**src/rtl/cache_pkg.sv**
```systemverilog
// -----------------------------------------------------------------------------
// cache_pkg
// Shared L1 cache constants and types: geometry of the 4-way, 8192-set L1,
// line address / one-hot way types, the victim sequencer state encoding and
// a one-hot legality helper used on the replacement logic's victim select.
// -----------------------------------------------------------------------------
package cache_pkg;

    localparam int SET_W = 13;
    localparam int TAG_W = 14;
    localparam int WAYS  = 4;

    typedef logic [TAG_W+SET_W-1:0] line_addr_t;
    typedef logic [WAYS-1:0]        way_oh_t;

    typedef enum logic [2:0] {
        ST_IDLE      = 3'd0,
        ST_CHECK     = 3'd1,
        ST_WB_REQ    = 3'd2,
        ST_WB_WAIT   = 3'd3,
        ST_FILL_REQ  = 3'd4,
        ST_FILL_WAIT = 3'd5,
        ST_UPDATE    = 3'd6
    } evict_state_e;

    // True when exactly one bit of the way select is set: non-zero and
    // clearing the lowest set bit leaves nothing behind.
    function automatic logic onehot_ok(input way_oh_t v);
        return (v != '0) && ((v & (v - way_oh_t'(1'b1))) == '0);
    endfunction

endpackage

```
**src/rtl/evt_ctr.sv**
```systemverilog
// -----------------------------------------------------------------------------
// evt_ctr
// 32-bit event counter, increments by one per cycle with inc high and wraps
// naturally at 2^32.
//   clk   : clock
//   reset : synchronous, active-high; clears the count
//   inc   : count this cycle
//   count : current count (registered)
// -----------------------------------------------------------------------------
module evt_ctr (
    input  logic        clk,
    input  logic        reset,
    input  logic        inc,
    output logic [31:0] count
);

    logic [31:0] cnt_q;
    logic [31:0] cnt_d;

    // Next count: step on inc, otherwise hold.
    always_comb begin
        if (inc) begin
            cnt_d = cnt_q + 32'd1;
        end else begin
            cnt_d = cnt_q;
        end
    end

    // Count register.
    always_ff @(posedge clk) begin
        if (reset) begin
            cnt_q <= 32'd0;
        end else begin
            cnt_q <= cnt_d;
        end
    end

    assign count = cnt_q;

endmodule

```
**src/rtl/evict_ctl.sv**
```systemverilog
// -----------------------------------------------------------------------------
// evict_ctl
// Miss-side victim sequencer for the 4-way L1. Captures a miss, reads the
// dirty bits of the missing set, issues a writeback of the victim way when it
// is dirty, then a line fill, then rewrites the victim way's dirty bit.
//
// Ports
//   clk, reset                 : clock, synchronous active-high reset
//   miss_valid / miss_ready    : miss request handshake (ready only in IDLE)
//   miss_set/tag/victim_tag    : miss set, missing tag, tag held in victim way
//   miss_victim, miss_store    : one-hot victim way, store-miss flag
//   dirty_ra / dirty_rd        : dirty regfile read port (rd combinational)
//   dirty_wr/wa/way/in         : dirty regfile write port
//   wb_valid/ready/addr/way    : writeback request handshake
//   wb_done                    : writeback drained pulse
//   fill_valid/ready/addr      : fill request handshake
//   fill_done                  : fill completed pulse
//   busy                       : sequencer active (hit path stalls)
//   miss_done / miss_err       : miss retired / illegal victim pulses
//   wb_count / miss_count      : wrapping event counters
// -----------------------------------------------------------------------------
module evict_ctl #(
    parameter int SET_W = cache_pkg::SET_W,
    parameter int TAG_W = cache_pkg::TAG_W,
    parameter int WAYS  = cache_pkg::WAYS
) (
    input  logic                   clk,
    input  logic                   reset,
    input  logic                   miss_valid,
    output logic                   miss_ready,
    input  logic [SET_W-1:0]       miss_set,
    input  logic [TAG_W-1:0]       miss_tag,
    input  logic [TAG_W-1:0]       miss_victim_tag,
    input  logic [WAYS-1:0]        miss_victim,
    input  logic                   miss_store,
    output logic [SET_W-1:0]       dirty_ra,
    input  logic [WAYS-1:0]        dirty_rd,
    output logic                   dirty_wr,
    output logic [SET_W-1:0]       dirty_wa,
    output logic [WAYS-1:0]        dirty_way,
    output logic                   dirty_in,
    output logic                   wb_valid,
    input  logic                   wb_ready,
    output logic [TAG_W+SET_W-1:0] wb_addr,
    output logic [WAYS-1:0]        wb_way,
    input  logic                   wb_done,
    output logic                   fill_valid,
    input  logic                   fill_ready,
    output logic [TAG_W+SET_W-1:0] fill_addr,
    input  logic                   fill_done,
    output logic                   busy,
    output logic                   miss_done,
    output logic                   miss_err,
    output logic [31:0]            wb_count,
    output logic [31:0]            miss_count
);

    import cache_pkg::*;

    evict_state_e     state_q, state_d;

    // Captured miss request; every downstream address comes from these.
    logic [SET_W-1:0] set_q, set_d;
    logic [TAG_W-1:0] tag_q, tag_d;
    logic [TAG_W-1:0] vtag_q, vtag_d;
    logic [WAYS-1:0]  victim_q, victim_d;
    logic             store_q, store_d;

    // Registered control outputs.
    logic             miss_ready_q, miss_ready_d;
    logic             busy_q, busy_d;
    logic             wb_valid_q, wb_valid_d;
    logic             fill_valid_q, fill_valid_d;
    logic             dirty_wr_q, dirty_wr_d;
    logic             miss_done_q, miss_done_d;
    logic             miss_err_q, miss_err_d;

    logic             wb_fire_s;
    logic             retire_s;

    // Next-state, capture and registered-output logic. Outputs are derived
    // from the next state so they line up with the state they belong to.
    always_comb begin
        state_d    = state_q;
        set_d      = set_q;
        tag_d      = tag_q;
        vtag_d     = vtag_q;
        victim_d   = victim_q;
        store_d    = store_q;
        miss_err_d = 1'b0;

        case (state_q)
            ST_IDLE: begin
                if (miss_valid && miss_ready_q) begin
                    set_d    = miss_set;
                    tag_d    = miss_tag;
                    vtag_d   = miss_victim_tag;
                    victim_d = miss_victim;
                    store_d  = miss_store;
                    state_d  = ST_CHECK;
                end else begin
                    state_d  = ST_IDLE;
                end
            end
            ST_CHECK: begin
                // dirty_rd here is the read of set_q issued this cycle.
                if (!onehot_ok(victim_q)) begin
                    miss_err_d = 1'b1;
                    state_d    = ST_IDLE;
                end else if ((dirty_rd & victim_q) != '0) begin
                    state_d    = ST_WB_REQ;
                end else begin
                    state_d    = ST_FILL_REQ;
                end
            end
            ST_WB_REQ: begin
                if (wb_ready) begin
                    state_d = ST_WB_WAIT;
                end else begin
                    state_d = ST_WB_REQ;
                end
            end
            ST_WB_WAIT: begin
                if (wb_done) begin
                    state_d = ST_FILL_REQ;
                end else begin
                    state_d = ST_WB_WAIT;
                end
            end
            ST_FILL_REQ: begin
                if (fill_ready) begin
                    state_d = ST_FILL_WAIT;
                end else begin
                    state_d = ST_FILL_REQ;
                end
            end
            ST_FILL_WAIT: begin
                if (fill_done) begin
                    state_d = ST_UPDATE;
                end else begin
                    state_d = ST_FILL_WAIT;
                end
            end
            ST_UPDATE: begin
                state_d = ST_IDLE;
            end
            default: begin
                state_d = ST_IDLE;
            end
        endcase

        miss_ready_d = (state_d == ST_IDLE);
        busy_d       = (state_d != ST_IDLE);
        wb_valid_d   = (state_d == ST_WB_REQ);
        fill_valid_d = (state_d == ST_FILL_REQ);
        dirty_wr_d   = (state_d == ST_UPDATE);
        miss_done_d  = (state_d == ST_UPDATE);
    end

    // State, captured request and output registers.
    always_ff @(posedge clk) begin
        if (reset) begin
            state_q      <= ST_IDLE;
            set_q        <= '0;
            tag_q        <= '0;
            vtag_q       <= '0;
            victim_q     <= '0;
            store_q      <= 1'b0;
            miss_ready_q <= 1'b1;
            busy_q       <= 1'b0;
            wb_valid_q   <= 1'b0;
            fill_valid_q <= 1'b0;
            dirty_wr_q   <= 1'b0;
            miss_done_q  <= 1'b0;
            miss_err_q   <= 1'b0;
        end else begin
            state_q      <= state_d;
            set_q        <= set_d;
            tag_q        <= tag_d;
            vtag_q       <= vtag_d;
            victim_q     <= victim_d;
            store_q      <= store_d;
            miss_ready_q <= miss_ready_d;
            busy_q       <= busy_d;
            wb_valid_q   <= wb_valid_d;
            fill_valid_q <= fill_valid_d;
            dirty_wr_q   <= dirty_wr_d;
            miss_done_q  <= miss_done_d;
            miss_err_q   <= miss_err_d;
        end
    end

    // A writeback is counted when the request is accepted, a miss when it
    // leaves UPDATE (the cycle miss_done is high).
    assign wb_fire_s = (state_q == ST_WB_REQ) && wb_ready;
    assign retire_s  = (state_q == ST_UPDATE);

    evt_ctr u_wb_ctr (
        .clk   (clk),
        .reset (reset),
        .inc   (wb_fire_s),
        .count (wb_count)
    );

    evt_ctr u_miss_ctr (
        .clk   (clk),
        .reset (reset),
        .inc   (retire_s),
        .count (miss_count)
    );

    // All addresses come from captured registers, so there is no
    // combinational path from the miss request into the regfile or memory.
    assign miss_ready = miss_ready_q;
    assign busy       = busy_q;
    assign dirty_ra   = set_q;
    assign dirty_wr   = dirty_wr_q;
    assign dirty_wa   = set_q;
    assign dirty_way  = victim_q;
    assign dirty_in   = store_q;
    assign wb_valid   = wb_valid_q;
    assign wb_addr    = {vtag_q, set_q};
    assign wb_way     = victim_q;
    assign fill_valid = fill_valid_q;
    assign fill_addr  = {tag_q, set_q};
    assign miss_done  = miss_done_q;
    assign miss_err   = miss_err_q;

endmodule

```
**config.mk**
```make
export PLATFORM = sky130hd
export DESIGN_NAME = evict_ctl
export DESIGN_NICKNAME = d
export VERILOG_FILES = /design/src/rtl/cache_pkg.sv /design/src/rtl/evt_ctr.sv /design/src/rtl/evict_ctl.sv
export SDC_FILE = /design/constraint.sdc
export NUM_CORES = 1
export LEC_CHECK = 0
export ABC_AREA = 1
export CAP_MARGIN = 20
export CORE_UTILIZATION = 50
export CTS_CLUSTER_DIAMETER = 200
export DETAILED_ROUTE_END_ITERATION = 8
export DONT_BUFFER_PORTS = 1
export PLACE_DENSITY = 0.76
export SLEW_MARGIN = 20
export SYNTH_ARGS = -nofsm -noshare
export SYNTH_HDL_FRONTEND = slang
export SYNTH_SLANG_ARGS = --single-unit
```
**constraint.sdc**
```tcl
create_clock -name clk -period 1.75 [get_ports clk]
set_input_delay 0 -clock clk [delete_from_list [all_inputs] [get_ports clk]]
set_output_delay 0 -clock clk [all_outputs]
set_load 0.05 [all_outputs]
```
==> impl_metrics.tcl, run 1 <==
set metrics [dict create \
    outcome "complete, no violations" \
    drtPass1Iterations 5 \
    ir_drop_v 0.00164 \
    cts_setup_buffers 0 \
    fmax_mhz 605 \
    powerDensity_nw_per_um2 1500 \
    syn2layout_area_growth_pct 32.3 \
    postRouteWirelength_um 16800 \
    p_sw_mw 5.06 \
    drtIter0Drc 430 \
    maxCapViolations 0 \
    cp-end-kind "flop" \
    setup_viol 0 \
    startpoint "state_q[0]$_SDFF_PP0_" \
    skew_ns 0.00815 \
    ys_ff_latch 119 \
    grt_pass1_wl_um 26800 \
    swShare_pct 43.1 \
    vias 5877 \
    fillers 893 \
    period_needed_ns 1.65 \
    syn_avg_cell_area_sq_um 6.83 \
    gr-total-overflow 0 \
    path_max_fanout 7 \
    finalHoldViolations 0 \
    syn_area_sq_um 5930 \
    fin_tns_setup_ns 0 \
    internal-power_mw 6.68 \
    core_region_area_sq_um 11500 \
    setup_ws_ns 0.0970 \
    post-route-period-util_pct 94.5 \
    die_h_um 111 \
    ys_warn_count 0 \
    cts_made_buffers 17 \
    place.gp.congestion 0.918 \
    seq_area_sq_um 2400 \
    grt_max_degree 43 \
    yosysMostFrequentCell "nor2_1" \
    yosys-top-cells-area "dfxtp_1, nor2_1, nand2_1, inv_1, o21ai_0" \
    final_nets 1046 \
    worst_slew_pin_slew_ns 0.550 \
    power_frac_seq_pct 32.8 \
    postRouteAntennaNets 0 \
    synth_cell_type_count 37 \
    required_ns 2.05 \
    routedWlPerCell_um 14.7 \
    final_util_pct 68.4 \
    port_buffers 0 \
    whs_ns 0.0662 \
    synthTopCellsByCount "nor2_1, nand2_1, dfxtp_1" \
    start_util_pct 51.7 \
    pwr-share-comb_pct 34.3 \
    p_clk_share_pct 32.9 \
    clock-sinks 119 \
    diodes 0 \
    cts.clk_slew.worst_paths_ns 0.06 \
    viasPerCell 5.14 \
    cts-root-buf "clkbuf_16" \
    grt_pass1_vias 5590 \
    dpl_worst_slack_ns 0.106 \
    synth_flop_cell "dfxtp_1" \
    ioPinCount 217 \
    grt_usage_pct 27.2 \
    drive_above_1_share_pct 20.3 \
    synth_area_leader_cell "dfxtp_1" \
    insertion_delay_ns 0.42 \
    total_power_mw 11.7 \
    r2r_start "state_q[0]$_SDFF_PP0_" \
    min_from "wb_done" \
    cts_tree "built" \
    hold_path_class "in2reg" \
    synth_cells 868 \
    rows 39 \
    slew_viol_final 0 \
    antenna_found_initial 0 \
    arrival_ns 1.95 \
    htreeDepth 4 \
    die-area_sq_um 12300 \
    drc_errors 0 \
    clockBufferDepth 2 \
    rsz0062_at_grt "false" \
    async_flop_share_pct 0 \
    max_slew_margin_pct 63.3 \
    multi_input_area_sq_um 2730 \
    dp_hpwl_um 11500 \
    worstSetupStartpointType "flop" \
    die_x_um 111 \
    worstSetupPathType "reg2reg" \
    ys_seq_area_share_pct 40.2 \
    synth_edf_count 0 \
    synth_fp_nets 927 \
    leakage_nw 3.41 \
    yosysTopAreaCellShare_pct 40.2 \
]
==> final cells by class <==
cell class,count,area share [%]
multi-input cells,580,34.8
flip-flops and latches,119,30.7
well taps,143,2.28
inverters,101,4.90
clock buffers,20,5.82
repair buffers,168,19.0
clock inverters,12,2.54
==> power groups by stage <==
stage	combinational, mW	clock (mW)	sequential (mW)
final	4.03	3.86	3.85
after global routing	4.26	4.04	3.89
after CTS	4.00	3.94	3.84
after detailed placement	3.89	0	3.89
after global placement	3.85	0	3.88
after floorplan	2.51	0	4.71
==> what timing repair did <==
item                       4_1_cts  5_1_grt
resized for setup                0        4
hold buffers                    52        0
setup endpoints to repair        0       26
hold endpoints to repair        90        0
==> flip-flops by register name (all words and copies together) (netlist names), 3 cells and up <==
register          count
tag_q                14
u_wb_ctr.count       32
dirty_ra             13
u_miss_ctr.count     32
vtag_q               14
state_q               3
dirty_way             4
==> stage by stage <==
stage	cells	area, sq um
2_1_floorplan	868	5930
6_report	1143	7840
3_3_place_gp	1059	6650
5_1_grt	1143	7840
4_1_cts	1143	7830
3_5_place_dp	1059	6650
==> final timing paths <==
check / depth (start not counted) / slack (ns) / to
min reg2reg: 2 / 0.47 / dirty_ra[6]$_SDFFE_PP0P_
max: 5 / 0.1 / u_wb_ctr.count[0]$_SDFFE_PP0P_
min: 5 / 0.07 / fill_valid$_SDFF_PP0_
max reg2reg: 5 / 0.1 / u_wb_ctr.count[0]$_SDFFE_PP0P_
==> cells in the final DEF, fill, tap and decap left out, types with 4 or more instances in the layout <==
cell           synthesis  routed
nor3_1                 7       7
clkbuf_16              0      17
dfxtp_1              119     101
xor2_1                 7       7
buf_12                 0       8
clkinvlp_4             0       4
dfxtp_2                0      18
buf_4                 45     109
nor2_2                 4       4
o21ai_0               68      68
dlygate4sd3_1          0      51
nand4_1               16      16
bufinv_16              0       5
nor2_1               207     207
o21bai_1               6       6
inv_1                 97      96
nor2_4                12      12
nand2_2                6       6
nand3_1               44      44
a21oi_1               26      26
nand2_1              152     152
==> logic make-up (layout without fill, tap and decap cells) <==
kind of cell | count (synthesis) | after routing | synth area share (%)
AOI/OAI and AO/OA | 105 | 105 | 9.27
and+or+nand+nor | 464 | 464 | 34.9
buffers and inverters | 169 | 301 | 13.9
adders and majority gates | 2 | 2 | 0.422
xor gates and xnor gates | 9 | 9 | 1.33
DFF | 119 | 119 | 40.2
==> layer usage <==
metal,share of wire (%),wire (um),GRT usage (%)
met2,51,8580,48.6
met1,38,6430,29.3
met5,0,0,0
met3,8.8,1470,8.97
met4,1.8,299,11.4
==> worst max-delay path, cell delays in order, from the launching register on <==
cell and delay, ns:
dfxtp_1 0.48, inv_4 0.11, nand4_4 0.17, xor2_1 0.16
nor2_1 0.05, dlygate4sd3_1 0.55
(Power assumes the default switching activity.)
==> run 2: changes to the inputs <==
==> constraint.sdc (replaced) <==
create_clock -name clk -period 1.6 [get_ports clk]
set_input_delay 0 -clock clk [delete_from_list [all_inputs] [get_ports clk]]
set_output_delay 0 -clock clk [all_outputs]
set_load 0.05 [all_outputs]
==> run 2 against run 1 <==
Effect of this change: via count is 0.77% higher; final area is 1.8% higher; sequential power is 3% higher; clock power is 13% lower; setup slack better by 0.00088 ns; power is 4.7% higher; critical path depth is 3 higher; first-iteration DRC count is 7.4% lower; critical path type unchanged.
==> impl_metrics.tcl, run 2 (same netlist as run 1, synthesis figures left out) <==
set metrics [dict create \
    worst-path-buf-inv 2 \
    ir_drop_v 0.00216 \
    leakage_nw 3.47 \
    max_slew_margin_pct 63.4 \
    worstSetupStartpointType "flop" \
    layout.cells.most_common "nor2_1" \
    outcome "complete, no violations" \
    postRouteAntennaNets 0 \
    rrSetupSlack_ns 0.1 \
    slowest_stage "dfxtp_2" \
    drtIter0Drc 398 \
    fmax_mhz 666 \
    powerDensity_nw_per_um2 1540 \
    grt_pass1_vias 5753 \
    diodes 0 \
    start_util_pct 51.7 \
    slew_viol_final 0 \
    antenna_found_initial 0 \
    clock-sinks 119 \
    cts-root-buf "clkbuf_16" \
    skew_ns 0.00883 \
    use_met3_pct 8.37 \
    post-route-period-util_pct 93.9 \
    grt_pass1_wl_um 27300 \
    ioPinCount 217 \
    die_x_um 111 \
    insertion_delay_ns 0.41 \
    worstSetupPathType "reg2reg" \
    maxCapViolations 0 \
    drtPass1Iterations 5 \
    grt_usage_pct 27.8 \
    grt_max_degree 47 \
    postRouteWirelength_um 16900 \
    hold_path_class "in2reg" \
    path_max_fanout 8 \
    finalHoldViolations 0 \
    path_cells "nand3_1, inv_1, nand2_1, nor2_4, buf_4, nand2_1, a21oi_2, o21a_1" \
    period_needed_ns 1.50 \
    layout_common_cells "nor2_1, nand2_1, buf_4, inv_1, dfxtp_1" \
    use_met1_pct 30.2 \
    die_h_um 111 \
    viasPerCell 5.14 \
    setup_viol 0 \
    worst_slew_pin_slew_ns 0.548 \
    dp_hpwl_um 11800 \
    cts_made_buffers 17 \
    reg2reg_depth 8 \
    required_ns 1.96 \
    cts_tree "built" \
    worst_path_largest_cell_delay_ns 0.38 \
    drive_above_1_share_pct 24.3 \
    place.gp.congestion 0.929 \
    use_met2_pct 49.8 \
    critical-path-top-delay-family "simple AND/OR/NAND/NOR gates" \
    cp-end-kind "flop" \
    gr-total-overflow 0 \
    hold_depth 5 \
    die-area_sq_um 12300 \
    cp.depth 8 \
    crit_top_cell "nand2_1" \
    rows 39 \
    htreeDepth 4 \
    routedWlPerCell_um 14.7 \
    final_nets 1060 \
    core_region_area_sq_um 11500 \
    total_power_mw 12.3 \
    busiest_layer "met2" \
    rsz0062_at_grt "true" \
    whs_ns 0.0488 \
    arrival_ns 1.86 \
    drc_errors 0 \
    vias 5922 \
    fin_tns_setup_ns 0 \
    syn2layout_area_growth_pct 34.7 \
    cts.clk_slew.worst_paths_ns 0.05 \
    clockBufferDepth 2 \
    port_buffers 0 \
]
## run 2: cell types whose count changed in the layout (fill, tap and decap cells not counted), moves of 3 or more
cell        before  now
buf_12           8   15
buf_4          109  116
bufinv_16        5    0
clkinv_2         2    5
clkinvlp_4       4    0
dfxtp_1        101   83
dfxtp_2         18   34
nor2_1         207  199
nor2_2           4   11
## run 2: area by class of cell
cell class                 count  area, sq um
timing repair buffer         182         1680
inverter                     101          382
tap                          143          179
clock inverter                 5         25.0
multi-input combinational    580         2790
fill                         919         3480
clock buffer                  23          488
sequential                   119         2430
## run 2: layer usage
layer | wire length (um) | share of wire (%)
met5 | 0 | 0
met4 | 424 | 2.5
met3 | 1400 | 8.3
met2 | 8670 | 51
met1 | 6450 | 38
## run 2: power by group
| part | leakage, nW | internal, mW | switching (mW) |
|---|---|---|---|
| Clock | 0.260 | 2.09 | 1.27 |
| Sequential | 0.986 | 3.42 | 0.549 |
| Combinational | 2.22 | 1.30 | 3.66 |
## run 2: timing repair
| action | 4_1_cts | 5_1_grt |
|---|---|---|
| endpoints found under the hold margin | 93 | 0 |
| hold buffers | 51 | 0 |
| setup buffers | 0 | 3 |
| setup endpoints to repair | 0 | 25 |
| resized for setup | 0 | 26 |
## run 2: worst paths after layout
kind | startpoint | to
worst max-delay path | u_wb_ctr.count[2]$_SDFFE_PP0P_ | u_wb_ctr.count[11]$_SDFFE_PP0P_
worst min-delay path | fill_done | state_q[0]$_SDFF_PP0_
worst max register to register | u_wb_ctr.count[2]$_SDFFE_PP0P_ | u_wb_ctr.count[11]$_SDFFE_PP0P_
worst min register to register | dirty_ra[4]$_SDFFE_PP0P_ | dirty_ra[4]$_SDFFE_PP0P_
## run 2: worst min-delay path: cells and delay by family
kind,cells,cell delay [ns]
buf+inv,2,0.13
compound gates,1,0.11
simple gates,2,0.19
## run 2: per-stage QoR
stage | instance area [sq um] | std cells | util [%] | setup slack [ns]
after CTS | 7860 | 1150 | 68.6 | 0.0428
after global routing | 7980 | 1153 | 69.6 | -0.0213
after detailed placement | 6830 | 1071 | 59.6 | 0.0494
after floorplan | 5950 | 868 | - | -0.0112
after global placement | 6830 | 1071 | 59.6 | 0.132
final | 7980 | 1153 | 69.6 | 0.0979
